### config.mk
export PLATFORM = sky130hd
export DESIGN_NAME = row_rle_compressor
export DESIGN_NICKNAME = d
export VERILOG_FILES = /design/src/rtl/row_rle_compressor.sv
export SDC_FILE = /design/constraint.sdc
export NUM_CORES = 1
export LEC_CHECK = 0
export ABC_AREA = 1
export CORE_MARGIN = 2
export CORE_UTILIZATION = 40
export DETAILED_ROUTE_END_ITERATION = 6
export PLACE_DENSITY = 0.61
export REMOVE_ABC_BUFFERS = 1
export SKIP_LAST_GASP = 1
export SYNTH_ARGS = -nofsm -noshare
export SYNTH_HDL_FRONTEND = slang
export SYNTH_SLANG_ARGS = --single-unit
### constraint.sdc
create_clock -name clk -period 2 [get_ports clk]
set_clock_uncertainty 0.05 [all_clocks]
set_input_delay 0.3 -clock clk [delete_from_list [all_inputs] [get_ports clk]]
set_output_delay 0.3 -clock clk [all_outputs]
set_load 0.05 [all_outputs]
### src/rtl/row_rle_compressor.sv
// rtl/row_rle_compressor.sv - sequential LSB-first run-length encoder for one feature-map row
// Raw copy is emitted with out_fail when the row does not fit the field format.
module row_rle_compressor #(
    parameter int SECTION_SIZE = 4,
    parameter int ROW_SIZE     = 16
) (
    input  logic                clk,
    input  logic                rst,
    input  logic                in_valid,
    output logic                in_ready,
    input  logic [ROW_SIZE-1:0] in_row,
    output logic                out_valid,
    input  logic                out_ready,
    output logic [ROW_SIZE-1:0] out_data,
    output logic                out_fail
);

    localparam int CW        = $clog2(ROW_SIZE + 1);
    localparam int BW        = $clog2(ROW_SIZE);
    localparam int MAX_SECTS = ROW_SIZE / SECTION_SIZE;

    localparam logic [CW-1:0] MAX_SECT = CW'(MAX_SECTS);
    localparam logic [CW-1:0] MAX_RUN  = CW'(2 ** SECTION_SIZE - 1);
    localparam logic [BW-1:0] LAST_BIT = BW'(ROW_SIZE - 1);

    typedef enum logic [1:0] {IDLE, SCAN, EMIT} state_t;

    typedef struct packed {
        logic [ROW_SIZE-1:0] acc;
        logic [CW-1:0]       idx;
        logic                fail;
    } enc_t;

    state_t              state_q, state_d;
    logic [ROW_SIZE-1:0] shift_q, shift_d;
    logic [ROW_SIZE-1:0] raw_q, raw_d;
    logic [BW-1:0]       cnt_q, cnt_d;
    logic                cur_q, cur_d;
    logic [CW-1:0]       run_q, run_d;
    enc_t                enc_q, enc_d;
    logic                last_bit;

    // Writes a finished run into the next free field; overflow of field count or length is sticky.
    function automatic enc_t close_run(input enc_t s, input logic [CW-1:0] len);
        enc_t r;
        r = s;
        if (s.idx >= MAX_SECT || len > MAX_RUN) begin
            r.fail = 1'b1;
        end
        if (s.idx < MAX_SECT) begin
            for (int k = 0; k < MAX_SECTS; k++) begin
                if (CW'(k) == s.idx) begin
                    r.acc[k*SECTION_SIZE +: SECTION_SIZE] = len[SECTION_SIZE-1:0];
                end
            end
            r.idx = s.idx + CW'(1);
        end
        return r;
    endfunction

    assign last_bit = (cnt_q == LAST_BIT);

    always_ff @(posedge clk) begin
        if (rst) begin
            state_q <= IDLE;
        end else begin
            state_q <= state_d;
        end
    end

    always_comb begin
        state_d = state_q;
        case (state_q)
            IDLE:    if (in_valid) state_d = SCAN;
            SCAN:    if (last_bit) state_d = EMIT;
            EMIT:    if (out_ready) state_d = IDLE;
            default: state_d = IDLE;
        endcase
    end

    always_comb begin
        in_ready  = (state_q == IDLE);
        out_valid = (state_q == EMIT);
        out_fail  = 1'b0;
        out_data  = '0;
        if (state_q == EMIT) begin
            out_fail = enc_q.fail;
            out_data = enc_q.fail ? raw_q : enc_q.acc;
        end
    end

    always_comb begin
        shift_d = shift_q;
        raw_d   = raw_q;
        cnt_d   = cnt_q;
        cur_d   = cur_q;
        run_d   = run_q;
        enc_d   = enc_q;
        case (state_q)
            IDLE: begin
                if (in_valid) begin
                    shift_d = in_row;
                    raw_d   = in_row;
                    cnt_d   = '0;
                    cur_d   = 1'b0;
                    run_d   = '0;
                    enc_d   = '0;
                end
            end
            SCAN: begin
                shift_d = shift_q >> 1;
                cnt_d   = cnt_q + BW'(1);
                if (shift_q[0] == cur_q) begin
                    run_d = run_q + CW'(1);
                end else begin
                    enc_d = close_run(enc_q, run_q);
                    run_d = CW'(1);
                    cur_d = ~cur_q;
                end
                // A trailing 1-run is encoded; a trailing 0-run is implied by the zero fields.
                if (last_bit && cur_d) begin
                    enc_d = close_run(enc_d, run_d);
                end
            end
            default: ;
        endcase
    end

    always_ff @(posedge clk) begin
        if (rst) begin
            shift_q <= '0;
            raw_q   <= '0;
            cnt_q   <= '0;
            cur_q   <= 1'b0;
            run_q   <= '0;
            enc_q   <= '0;
        end else begin
            shift_q <= shift_d;
            raw_q   <= raw_d;
            cnt_q   <= cnt_d;
            cur_q   <= cur_d;
            run_q   <= run_d;
            enc_q   <= enc_d;
        end
    end

endmodule
After elaboration in Yosys (flattened, before gate mapping) --
Index checks and enable logic that the tools add are counted.
Storage, ports and cells: flip-flop bits (word level) 66, input bits 20, output and inout bits 19
Operators by class: add/subtract/negate cells 4, order comparisons 6, equal/unequal tests 13, muxes and demuxes 36, bitwise operators 1, reduce and logical (&&, ||, !) cells 10
Operators with widths (number):
- 2-to-1 mux 22 bit | 4
- 2-to-1 mux 16 bit | 3
- one-hot mux 22 bit (2 select lines) | 1
- 2-to-1 mux 21 bit | 2
- 2-to-1 mux 4 bit | 9
- one-hot mux 16 bit (2 select lines) | 1
- equality test 2 x 5 -> 1 bit (first input constant) | 4
- adder 5 x 1 -> 5 bit (second input constant) | 3
- 2-to-1 mux 5 bit | 3
- equality test 1 x 5 -> 1 bit (first input constant) | 2
- >= comparator 5 x 3 -> 1 bit (second input constant) | 2
- greater-than comparator 5 x 4 -> 1 bit (second input constant) | 2
- logical NOT 5 bit | 2
- < comparator 5 x 3 -> 1 bit (second input constant) | 2
- one-hot mux 5 bit (2 select lines) | 1
- one-hot mux 4 bit (2 select lines) | 1
- 2-to-1 mux 1 bit | 6
- 2-to-1 mux 2 bit | 3
- one-hot mux 2 bit (3 select lines) | 1
- adder 4 x 1 -> 4 bit (second input constant) | 1
- equality test 4 bit (second input constant) | 1
- inequality test 2 bit (second input constant) | 2
- AND reduction 2 bit | 2
- AND reduction 3 bit | 1
- other kinds (10) | 11

Longest topological paths before layout --
Gate-level depths: netlist of the first run.
depth after elaboration 10, mapped depth 11

Least setup slack after synthesis of the first run --
OpenSTA, ideal clock, no wires.
path kind reg2out, start reg state_q[1], end out out_data[0], arrival 2179 ps, required time 1650 ps, slack -529 ps, cell stages (with the launch flop) 6, cells stage by stage dfxtp_1 > inv_1 > nor2_1 > clkbuf_1 > o21ai_0 > a21oi_1
Between the ends: longest elaborated chain between the ends 2
RTL lines:
- start: declaration | line 34 | state_t state_q, state_d;
- start signal: assignment | line 67 | state_q <= state_d;
- equality test 2 bit
- via out_valid | line 12 | output logic out_valid,
- 2-to-1 mux 16 bit | line 86 | if (state_q == EMIT) begin
- end: declaration | line 14 | output logic [ROW_SIZE-1:0] out_data,
The timed path passes the listed nets, and every way through them passes these cells.

Worst setup path after layout of the first run --
start reg enc_q[0] (netlist bit), end out out_data[2]
Between the ends: longest elaborated chain between the ends 2
RTL lines:
- start: declaration | line 40 | enc_t enc_q, enc_d;
- start signal: assignment | line 143 | enc_q <= enc_d;
- 2-to-1 mux 16 bit | line 88 | out_data = enc_q.fail ? raw_q : enc_q.acc;
- 2-to-1 mux 16 bit | line 86
No other way between the ends.

==> metrics, run 1 <==
DIE HEIGHT 95.9 um; number of cells on the critical path 4; syn_area_per_cell 6.88 um2; post-synth top area share 0.391; CP max stage cell dfxtp_1; Netlist cell types 29; Worst path top cell family by delay buffers and inverters; WL final 9000 um; Critical path destination out_data[2]; Worst-Skew Late Latency 0.35 ns; I/O pin total 39; DR DRC count 0; NetSw 931 uW; # Max-Cap Violations 0; final core occ 0.530; Internal Pwr Total 2010 uW; Post-Place Worst Slack 0.198 ns; Slew @ Worst Pin 0.356 ns; flop2flop setup slack between 0.2 and 0.25 ns; # diodes 0; RSZ-0062 raised after global routing true; CTS Sinks 66; starting density of the core 0.411; row cnt 33; max_slew headroom 0.763; FILL cells 810; crit path kind flip-flop to primary output; CTS Hold Bufs 0; DRT Pass-1 Iters 4; Final Hold Viols 0; post-DP HPWL 6450 um; f_max 0.526 GHz; largest net degree at the start of global routing 24; final setup fails 0; pwr/cell area 675 nW/um2; Layout area overhead 28.8%; CTS tree done; Ys Warns 0; share of cells above drive strength 1 0.176; vias after detailed routing 3355; GRT Util Overall 0.209; DR vias/cell 5.19; Tcrit/Tclk final 0.951; Hold Crit Class primary input to flip-flop; clock buffer depth 2; critical path fanouts, max 23; final non-filler cell total between 600 and 700; crit path cell chain buf_4, nand2_1, a21oi_1, buf_12; RR Startpoint enc_q[2]; leading area contributor after synthesis dfxtp_1; Switching Share 0.317; die width approximately 96 um; nature of the critical path endpoint primary output; Gate power share 0.169; core area 8220 um2; mapped cell area 3380 um2; minimum clock period 1.90 ns; Fin Setup TNS 0 ns; GR Overflow Total 0; Critical Path Start enc_q[0]; status completed; leak pwr 0.00165 uW; nets@finish 563; Crit path required time 1.65 ns; Final Wtd Congestion 0.989; Final WS setup 0.0983 ns; top post-synthesis cells by area dfxtp_1, nand2_1, a21oi_1; Final Max Slew Viols 0; count of buffers from port buffering 38; CTS H-tree depth 3; Cells after DPL between 600 and 700; synthesized instance count 491; worst reg2reg path depth 9; hold slack 0.242 ns; Peak supply drop 0.376 mV; number of buffers created by CTS 9; Seq/Total Area, Yosys 0.391; CP bufs+invs 2; WP data arrival 1.55 ns; routed wire length per instance 13.9 um; full die area 9200 um2; vias in the first global route 3158; Crit path largest cell delay 0.33 ns; sequential share of power 0.482; CP startpoint kind flip-flop; Clk network pwr share 0.349; worst r2r dst enc_q[8]; DR iter-0 viols 180; Final ANT Viol Nets 0; Root Driver clkbuf_8; initial antenna violation count 0; Clock transition at path regs 0.08 ns; synthesized flop and latch total 66; first-pass GRT wire length 14800 um
stage by stage:
stage | instance area [um2] | total power [uW]
3_5_place_dp | 4080 | 1930
5_1_grt | 4350 | 3090
4_1_cts | 4260 | 2970
6_report | 4350 | 2940
3_3_place_gp | 4080 | 1930
2_1_floorplan | 3280 | 1730
layer usage:
| layer | up-vias | wire [um] | GRT usage |
|---|---|---|---|
| li1 | 1715 | - | - |
| met1 | 1555 | 4210 | 0.277 |
| met2 | 68 | 4210 | 0.331 |
| met3 | 17 | 393 | 0.0470 |
| met4 | 0 | 183 | 0.0798 |
| met5 | - | 0 | 0 |
power groups by stage:
stage	Clock, uW	Combinational [uW]	Sequential [uW]
after floorplan	0	288	1440
after global placement	0	483	1440
after detailed placement	0	487	1450
after CTS	1060	490	1410
after global routing	1120	548	1420
final	1030	496	1420
worst min-delay path: cells and delay by family:
family | cells | cell delay (ns)
buffers and inverters | 2 | 0.19
AO/OA/AOI/OAI | 2 | 0.10
logic make-up (layout without fill, tap and decap cells):
logic type,count (synthesis),after routing,synth area share
buffers and inverters,65,115,0.0770
AOI/OAI and AO/OA,119,119,0.191
and+or+nand+nor,234,234,0.315
adders and majority gates,7,7,0.0259
DFF,66,66,0.391
area by class of cell:
class / instances / area [um2] / area share
Clock inverter: 7 / 53.8 / 0.0124
Sequential cell: 66 / 1320 / 0.304
Timing Repair Buffer: 56 / 717 / 0.165
Clock buffer: 9 / 124 / 0.0285
Inverter: 43 / 161 / 0.0371
Tap cell: 105 / 131 / 0.0302
Multi-Input combinational cell: 360 / 1840 / 0.423
layout by cell type (no fill, tap or decap), drive strengths merged:
cell type	n
nor3	1
nand2	165
a31oi	15
inv	45
a211oi	1
clkinv	2
nor2	29
o21ai	41
clkdlybuf4s50	18
o22ai	11
nand3	30
dfxtp	66
clkinvlp	3
clkbuf	9
nand3b	2
nand4	7
a21oi	50
buf	38
a2bb2oi	1
ha	7
state kept, by name (all words and copies together) (netlist names):
name and count:
cnt_q 4, cur_q 1, enc_q 22, raw_q 16, run_q 5, shift_q 16
state_q 2
synthesized netlist by cell type (all sizes together):
library cell	count
nor3	1
o22ai	11
nand3b	2
nand4	7
nand3	30
buf	9
inv	43
ha	7
a211oi	1
o21ai	41
a2bb2oi	1
dfxtp	66
nand2	165
a21oi	50
clkbuf	13
nor2	29
a31oi	15
worst min path at each step:
stage                     startpoint  endpoint  slack (ns)  depth (start not counted)
after CTS                        rst  cnt_q[3]        0.23                          4
after floorplan                  rst  cnt_q[1]        0.32                          1
after global placement      enc_q[4]  enc_q[4]        0.39                          2
final                            rst  cnt_q[3]        0.24                          4
after global routing             rst  cnt_q[3]        0.25                          4
after detailed placement    enc_q[4]  enc_q[4]        0.40                          2
timing repair:
item                                    4_1_cts  5_1_grt
gates cloned                                  0        0
pin swaps                                     0        1
resized for setup                             2       13
buffers inserted                              0        3
endpoints found under the setup margin        2       19
Power figures use the tool's default switching activity.
==> run 2: changes to the inputs <==
- CTS_CLUSTER_DIAMETER: unset -> 30
- DONT_BUFFER_PORTS: unset -> 1
- PLACE_DENSITY: 0.61 -> 0.55
==> run 2 against run 1 <==
Die area did not move. Power rose by 11%. Register-to-register slack hardly changed. Wire length increased by 2.1%. Critical endpoint is now out_data[15]. Largest power group unchanged. Highest routed layer unchanged.
==> metrics, run 2 (synthesis results as in run 1) <==
crit path kind flip-flop to primary output; worst hold endpoint raw_q[15]; Crit path required time 1.65 ns; WL final 9190 um; number of buffers created by CTS 9; Total Power 3270 uW; multi-input logic area 1800 um2; Hold Crit Class primary input to flip-flop; core area 8220 um2; CTS Sinks 66; CP startpoint kind flip-flop; nature of the critical path endpoint primary output; Worst-Skew Late Latency 0.35 ns; Slew @ Worst Pin 0.362 ns; initial antenna violation count 0; Top reg by flops enc_q; DR DRC count 0; RR Startpoint cnt_q[1]; critical path fanouts, max 17; DR vias/cell 5.14; pwr/cell area 831 nW/um2; most frequent cells in the layout nand2_1, dfxtp_1, a21oi_1, inv_1, o21ai_0; full die area between 9000 and 10000 um2; CTS H-tree depth 3; Root Driver clkbuf_8; nets@finish roughly 540; # diodes 0; flop2flop setup slack 0.20 ns; WP data arrival roughly 1.5 ns; first-pass GRT wire length 14900 um; Tcrit/Tclk final 0.918; starting density of the core 0.411; leak pwr 0.00154 uW; RSZ-0062 raised after global routing false; max_slew headroom 0.757; vias in the first global route 2998; final core occ 0.478; # Max-Cap Violations 0; vias after detailed routing between 3000 and 4000; Hold Path Stages 2; Peak supply drop 0.434 mV; Largest register FFs 22; CTS tree done; Fin Setup TNS 0 ns; GRT Util Overall 0.213; worst r2r dst enc_q[18]; DR iter-0 viols 185; clock buffer depth 2; Critical Path Start state_q[1]; I/O pin total 39; hold slack 0.0589 ns; post-DP HPWL 6100 um; GR Overflow Total 0; Final Max Slew Viols 0; count of buffers from port buffering 0; DIE HEIGHT 95.9 um; Final ANT Viol Nets 0; Final Hold Viols 0; largest registers enc_q: 22 flops, raw_q: 16 flops, shift_q: 16 flops; final setup fails 0; Sequential Area approximately 1300 um2; FILL cells 880; die width between 90 and 100 um; status completed; largest net degree at the start of global routing 61; row cnt 33; Clock transition at path regs about 0.08 ns; most common cell after layout, fill and taps aside nand2_1; worst reg2reg path depth 10; post-CTS setup buffers 0; f_max 0.544 GHz; hold wc startpoint in_row[15]; share of cells above drive strength 1 0.145; Final Wtd Congestion just over 0.9; DRT Pass-1 Iters 4; routed wire length per instance between 10 and 15 um; Layout area overhead 16.3%; minimum clock period 1.84 ns
[run 2: timing repair]
action / 4_1_cts / 5_1_grt
hold buffers: 2 / 0
hold endpoints to repair: 60 / 0
resized for setup: 0 / 2
setup endpoints to repair: 0 / 4
[run 2: final cells by class]
type | instances | area share
clock buffers | 10 | 0.0325
clock inverters | 6 | 0.0293
inverters | 43 | 0.0411
multi-input cells | 360 | 0.458
flip-flops and latches | 66 | 0.337
well taps | 105 | 0.0334
repair buffers | 31 | 0.0691
[run 2: worst max path at each step]
stage | end | slack (ns) | cells after the start
3_3_place_gp | enc_q[8] | 0.23 | 9
3_5_place_dp | enc_q[9] | 0.18 | 8
4_1_cts | out_data[15] | 0.10 | 6
5_1_grt | enc_q[20] | 0.01 | 10
2_1_floorplan | out_data[0] | -0.73 | 4
6_report | out_data[15] | 0.16 | 6
[run 2: power breakdown]
group	switching, uW	total [uW]	internal (uW)
registers	35.7	1420	1380
logic	327	464	138
clock network	554	1390	833
[run 2: per-layer routing]
| layer | wire length (um) | up-vias | track usage |
|---|---|---|---|
| li1 | - | 1668 | - |
| met1 | 4360 | 1451 | 0.283 |
| met2 | 4280 | 66 | 0.346 |
| met3 | 456 | 8 | 0.0587 |
| met4 | 93 | 0 | 0.0500 |
| met5 | 0 | - | 0 |
[run 2: metrics by stage]
| stage | cells | instance area (um2) | setup slack, ns |
|---|---|---|---|
| final | 621 | 3930 | 0.163 |
| after global placement | 603 | 3640 | 0.227 |
| after floorplan | 469 | 3280 | -0.734 |
| after CTS | 621 | 3920 | 0.103 |
| after detailed placement | 603 | 3640 | 0.176 |
| after global routing | 621 | 3930 | 0.0101 |
[run 2: critical path, cell delays in order (launching register included)]
cell and delay [ns]:
dfxtp_1 0.33, inv_1 0.06, nor2_2 0.09, buf_6 0.17, o21ai_0 0.10, a21oi_1 0.16, buf_4 0.22
